`src/rtl/cacheline_adaptor.sv`:
```
// Cache-line <-> memory burst adaptor; optional watchdog under `CACHELINE_ADAPTOR_TIMEOUT_EN.
// Latency: request-to-resp_o is BEATS+2 cycles minimum (accept, one cycle per beat, DONE).
// Backpressure: resp_i low stalls the beat counter; requests are only sampled in IDLE.
module cacheline_adaptor #(
    parameter int BEATS          = 4,
    parameter int BEAT_W         = 64,
    parameter int TIMEOUT_CYCLES = 1024
) (
    input  logic                    clk,
    input  logic                    rst,
    input  logic [BEATS*BEAT_W-1:0] line_i,
    output logic [BEATS*BEAT_W-1:0] line_o,
    input  logic [31:0]             address_i,
    input  logic                    read_i,
    input  logic                    write_i,
    output logic                    resp_o,
    input  logic [BEAT_W-1:0]       burst_i,
    output logic [BEAT_W-1:0]       burst_o,
    output logic [31:0]             address_o,
    output logic                    read_o,
    output logic                    write_o,
    input  logic                    resp_i,
    output logic                    timeout_o
);
    localparam int CNT_W = (BEATS > 1) ? $clog2(BEATS) : 1;

    typedef enum logic [1:0] {IDLE, RD_BURST, WR_BURST, DONE} state_t;

    state_t                  state;
    state_t                  state_nxt;
    logic [CNT_W-1:0]        cnt;
    logic [BEATS*BEAT_W-1:0] line_q;
    logic                    accept_rd;
    logic                    accept_wr;
    logic                    in_burst;
    logic                    last_beat;
    logic                    wd_expire;

    assign in_burst  = (state == RD_BURST) || (state == WR_BURST);
    assign last_beat = (cnt == CNT_W'(BEATS - 1));

    always_ff @(posedge clk) begin
        if (rst) state <= IDLE;
        else     state <= state_nxt;
    end

    always_comb begin
        state_nxt = state;
        accept_rd = 1'b0;
        accept_wr = 1'b0;
        read_o    = 1'b0;
        write_o   = 1'b0;
        resp_o    = 1'b0;
        case (state)
            IDLE: begin
                // Write wins when the cache raises both in the same cycle.
                if (write_i) begin
                    accept_wr = 1'b1;
                    state_nxt = WR_BURST;
                end else if (read_i) begin
                    accept_rd = 1'b1;
                    state_nxt = RD_BURST;
                end
            end
            RD_BURST: begin
                read_o = 1'b1;
                if (wd_expire)              state_nxt = IDLE;
                else if (resp_i && last_beat) state_nxt = DONE;
            end
            WR_BURST: begin
                write_o = 1'b1;
                if (wd_expire)              state_nxt = IDLE;
                else if (resp_i && last_beat) state_nxt = DONE;
            end
            DONE: begin
                resp_o    = 1'b1;
                state_nxt = IDLE;
            end
            default: state_nxt = IDLE;
        endcase
    end

    always_ff @(posedge clk) begin
        if (rst) begin
            cnt       <= '0;
            address_o <= '0;
            line_o    <= '0;
            line_q    <= '0;
        end else begin
            if (accept_rd || accept_wr) begin
                cnt       <= '0;
                address_o <= {address_i[31:5], 5'b0};
            end else if (in_burst && resp_i) begin
                cnt <= cnt + CNT_W'(1);
            end
            if (accept_wr) line_q <= line_i;
            if ((state == RD_BURST) && resp_i) begin
                for (int b = 0; b < BEATS; b++) begin
                    if (cnt == CNT_W'(b)) line_o[b*BEAT_W +: BEAT_W] <= burst_i;
                end
            end
        end
    end

    // Outgoing write beat follows the counter with no register stage.
    always_comb begin
        burst_o = '0;
        for (int b = 0; b < BEATS; b++) begin
            if (cnt == CNT_W'(b)) burst_o = line_q[b*BEAT_W +: BEAT_W];
        end
    end

`ifdef CACHELINE_ADAPTOR_TIMEOUT_EN
    localparam int WD_W = $clog2(TIMEOUT_CYCLES + 1);

    logic [WD_W-1:0] wd_cnt;
    logic            timeout_q;

    // Fires on the stalled cycle that would bring the count to TIMEOUT_CYCLES.
    assign wd_expire = in_burst && !resp_i && (wd_cnt == WD_W'(TIMEOUT_CYCLES - 1));
    assign timeout_o = timeout_q;

    always_ff @(posedge clk) begin
        if (rst) begin
            wd_cnt    <= '0;
            timeout_q <= 1'b0;
        end else begin
            if (in_burst && !resp_i && !wd_expire) wd_cnt <= wd_cnt + WD_W'(1);
            else                                   wd_cnt <= '0;
            if (wd_expire) timeout_q <= 1'b1;
        end
    end
`else
    assign wd_expire = 1'b0;
    assign timeout_o = 1'b0;
`endif

endmodule
```
`config.mk`:
```
export PLATFORM = sky130hd
export DESIGN_NAME = cacheline_adaptor
export DESIGN_NICKNAME = d
export VERILOG_FILES = /design/src/rtl/cacheline_adaptor.sv
export SDC_FILE = /design/constraint.sdc
export NUM_CORES = 1
export LEC_CHECK = 0
export ABC_AREA = 1
export CORE_AREA = 4 4 273 275
export DETAILED_ROUTE_END_ITERATION = 10
export DIE_AREA = 0 0 277 279
export HOLD_SLACK_MARGIN = 0.08
export PLACE_DENSITY = 0.52
export SYNTH_ARGS = -nofsm -noshare
export SYNTH_HDL_FRONTEND = slang
export SYNTH_SLANG_ARGS = --single-unit
```
`constraint.sdc`:
```
create_clock -name clk -period 1.99 [get_ports clk]
set_input_delay 0.199 -clock clk [delete_from_list [all_inputs] [get_ports clk]]
set_output_delay 0.199 -clock clk [all_outputs]
set_load 0.03 [all_outputs]
```
==> PnR_summary.wiki <==
{| class="wikitable"
! Metric !! Value
|-
| Area of the core region || 72300 sq um
|-
| Number of standard cells in the layout, taps in and fillers out || 4576
|-
| Routed vias || around 21k
|-
| Mux contribution to synthesized area || 0
|-
| Cts bufs inserted || 61
|-
| Hold-fix buffers, CTS || 0
|-
| CTS tree || done
|-
| Post-synthesis compound-gate area fraction || 0.232
|-
| Part of the cycle the worst path needs || 1.17
|-
| Post-route cell area || roughly 34000 sq um
|-
| Setup crit end kind || output pin
|-
| Required time of the worst setup path || 1.79 ns
|-
| Die Area || just under 80000 sq um
|-
| Worst EP arrival || ~2.1 ns
|-
| Fraction of layout cells with a size suffix above 1 || 0.142
|-
| Xor and xnor area share after synthesis || 0.000411
|-
| Failing checks || negative setup slack
|-
| Vias in the first global route || roughly 20k
|-
| Number of rows in the core area || 99
|-
| Unrepaired setup endpoints after global routing || yes
|-
| Post-synthesis adder-cell area fraction || 0.00528
|-
| Crit Path Class || flop to output pin
|-
| Die width || 277 um
|-
| Drt first pass iters || 5
|-
| Final HPWL DP || 61200 um
|-
| Mean Syn Cell Area || roughly 7.4 sq um
|-
| VDD IR max || between 0.6 and 0.7 mV
|-
| Number of nets with antenna violations after detailed routing || 0
|-
| Max-cap viol count || 0
|-
| Post-synthesis simple-gate area fraction || 0.142
|-
| Setup tns final || -16.59 ns
|-
| EDFF count, synth || 0
|-
| Measured slew at the worst slew-check pin || around 0.57 ns
|-
| Vias per std cell || 4.62
|-
| Routability cong. || ~0.8
|-
| IO Port Bufs || about 700
|-
| Achievable clock frequency || around 430 MHz
|-
| Number of cells after detailed placement || 4425
|-
| Clock-pin transition on the worst setup and hold timing paths || ~0.06 ns
|-
| Number of flip-flops and latches in the synthesized netlist || between 500 and 600
|-
| First-pass GRT wire length || approximately 130000 um
|-
| Main combinational cell family by area after synthesis || compound AO/OA/AOI/OAI gates
|-
| Final #Nets || roughly 3.9k
|-
| Main flop type after synthesis || sky130_fd_sc_hd__dfxtp_1
|-
| Antenna violations before repair || 11
|-
| Clock Latency Late Sink || approximately 0.62 ns
|-
| Clock tree buffer depth || 3
|-
| Worst slack, placed || ~0.034 ns
|-
| Run status || finished, violations left
|-
| Cell leakage power || ~0.013 uW
|-
| Total power consumption of the routed design || roughly 42000 uW
|-
| Min setup slack post-route || -0.334 ns
|-
| Count of warnings emitted by yosys || 0
|-
| Final clock skew || between 0.01 and 0.015 ns
|-
| Number of failing setup endpoints in the final timing report || 64
|-
| Async S/R FF share, synth || 0
|-
| Clock Root Buffer || sky130_fd_sc_hd__clkbuf_16
|-
| Minimum clock period after layout || 2.32 ns
|-
| Power density cells || 1250 nW/um^2
|-
| Final count of hold timing violations || 0
|-
| Largest fanout of any net on the critical path || 14
|-
| Die span in y || 279 um
|-
| Clock net sink count || ~540
|-
| Remaining max-slew budget at the tightest pin || 0.623
|-
| Effective utilization at floorplan || 0.295
|-
| Dpl cell area || around 30000 sq um
|-
| Final routed wire length divided by cell count || slightly below 20 um
|-
| Maximum number of pins on one net before global-route repair || 63
|-
| Synthesized area || around 21000 sq um
|-
| Commonest non-fill, non-tap cells in the layout || 612 x sky130_fd_sc_hd__clkdlybuf4s50_1, 541 x sky130_fd_sc_hd__dfxtp_1, 507 x sky130_fd_sc_hd__nor2_1
|-
| Final number of max-transition violations || 0
|-
| Initial drt markers || around 1.1k
|-
| Count of unresolved DRC violations after routing || 0
|-
| Class of the tightest hold or removal check || input port to flop
|-
| Sequential fraction of the synthesis area || 0.510
|-
| Overflow left after global routing || 0
|-
| CTS H-tree lvls || 2
|-
| Number of top-level design ports || just over 700
|-
| Library cells used by synthesis || 19
|-
| Syn-to-layout area delta || 58.1%
|-
| Commonest non-fill, non-tap cell in the layout || sky130_fd_sc_hd__clkdlybuf4s50_1
|-
| Number of cells produced by synthesis || approximately 2.9k
|-
| Aggregate global-route resource usage || 0.218
|-
| CP startpoint kind || flop
|-
| Final Routed Wirelength || about 90000 um
|}
## area by class of cell
type	count	area [sq um]
clock buffer	97	1870
timing repair buffer	834	9070
antenna	7	17.5
tap	959	1200
fill	7194	38600
sequential	543	10900
clock inverter	15	208
multi-input combinational	1790	9170
inverter	331	1280
## what timing repair did
action	in CTS	in global routing
setup endpoints to repair	79	86
setup buffers	12	2
cloned	12	7
pin swaps	18	56
gates resized for setup	160	219
## layer usage
layer	wire, um	part of all wire	GRT usage
met3	8480	0.094	0.0833
met1	37200	0.41	0.269
met5	50	0.00056	0
met4	2360	0.026	0.0572
met2	41900	0.47	0.361
## power by group
group          switching [uW]  internal (uW)  leakage (uW)
Sequential               1090          13000       0.00445
Clock                    4660           7050       0.00103
Combinational            9500           6720       0.00754
## cells by family (layout without fill, tap and decap cells)
kind of cell,after synthesis,in the layout
xor gates and xnor gates,1,1
adders and majority gates,9,9
buffers and inverters,560,1277
and+or+nand+nor,784,784
other,1,13
DFF,543,543
AOI/OAI and AO/OA,990,990
## critical path, cell delays in order, from the launching register on
cell and delay, ns:
sky130_fd_sc_hd__dfxtp_4 0.37, sky130_fd_sc_hd__inv_4 0.08, sky130_fd_sc_hd__ha_4 0.23, sky130_fd_sc_hd__inv_8 0.09, sky130_fd_sc_hd__buf_12 0.18, sky130_fd_sc_hd__nand2_1 0.11
sky130_fd_sc_hd__nand3_1 0.10, sky130_fd_sc_hd__a21oi_1 0.14, sky130_fd_sc_hd__buf_4 0.20
## stage by stage
step                utilization  hold WS (ns)
floorplan                     -         0.346
global placement          0.410         0.429
detailed placement        0.410         0.433
CTS                       0.453         0.137
global route              0.466         0.165
finish                    0.466         0.191
## flip-flops by register name (all words and copies together) (netlist names)
| name | cells |
|---|---|
| line_q | 256 |
| state | 2 |
| cnt | 2 |
| line_o | 256 |
| address_o | 27 |
## cell usage after synthesis, types with 6 or more instances
library cell,number,share of area
sky130_fd_sc_hd__dfxtp_1,543,0.51
sky130_fd_sc_hd__nor2_1,508,0.089
sky130_fd_sc_hd__a21oi_1,449,0.11
sky130_fd_sc_hd__o21ai_0,334,0.078
sky130_fd_sc_hd__inv_1,325,0.057
sky130_fd_sc_hd__o21ai_1,207,0.049
sky130_fd_sc_hd__nand2_1,206,0.036
sky130_fd_sc_hd__buf_2,120,0.028
sky130_fd_sc_hd__clkbuf_1,83,0.015
sky130_fd_sc_hd__nand3_1,69,0.016
sky130_fd_sc_hd__buf_4,14,0.0049
sky130_fd_sc_hd__ha_1,9,0.0053
sky130_fd_sc_hd__inv_2,6,0.0011
## final timing paths
| kind | cells after the start | endpoint | start | slack [ns] |
|---|---|---|---|---|
| worst max-delay path | 8 | burst_o[4] | cnt[1] | -0.33 |
| worst min-delay path | 3 | line_q[6] | line_i[6] | 0.19 |
| worst max register to register | 9 | line_o[139] | cnt[0] | 0.15 |
| worst min register to register | 2 | line_o[144] | line_o[144] | 0.44 |
Note: power is estimated with default switching activity, not from simulation.
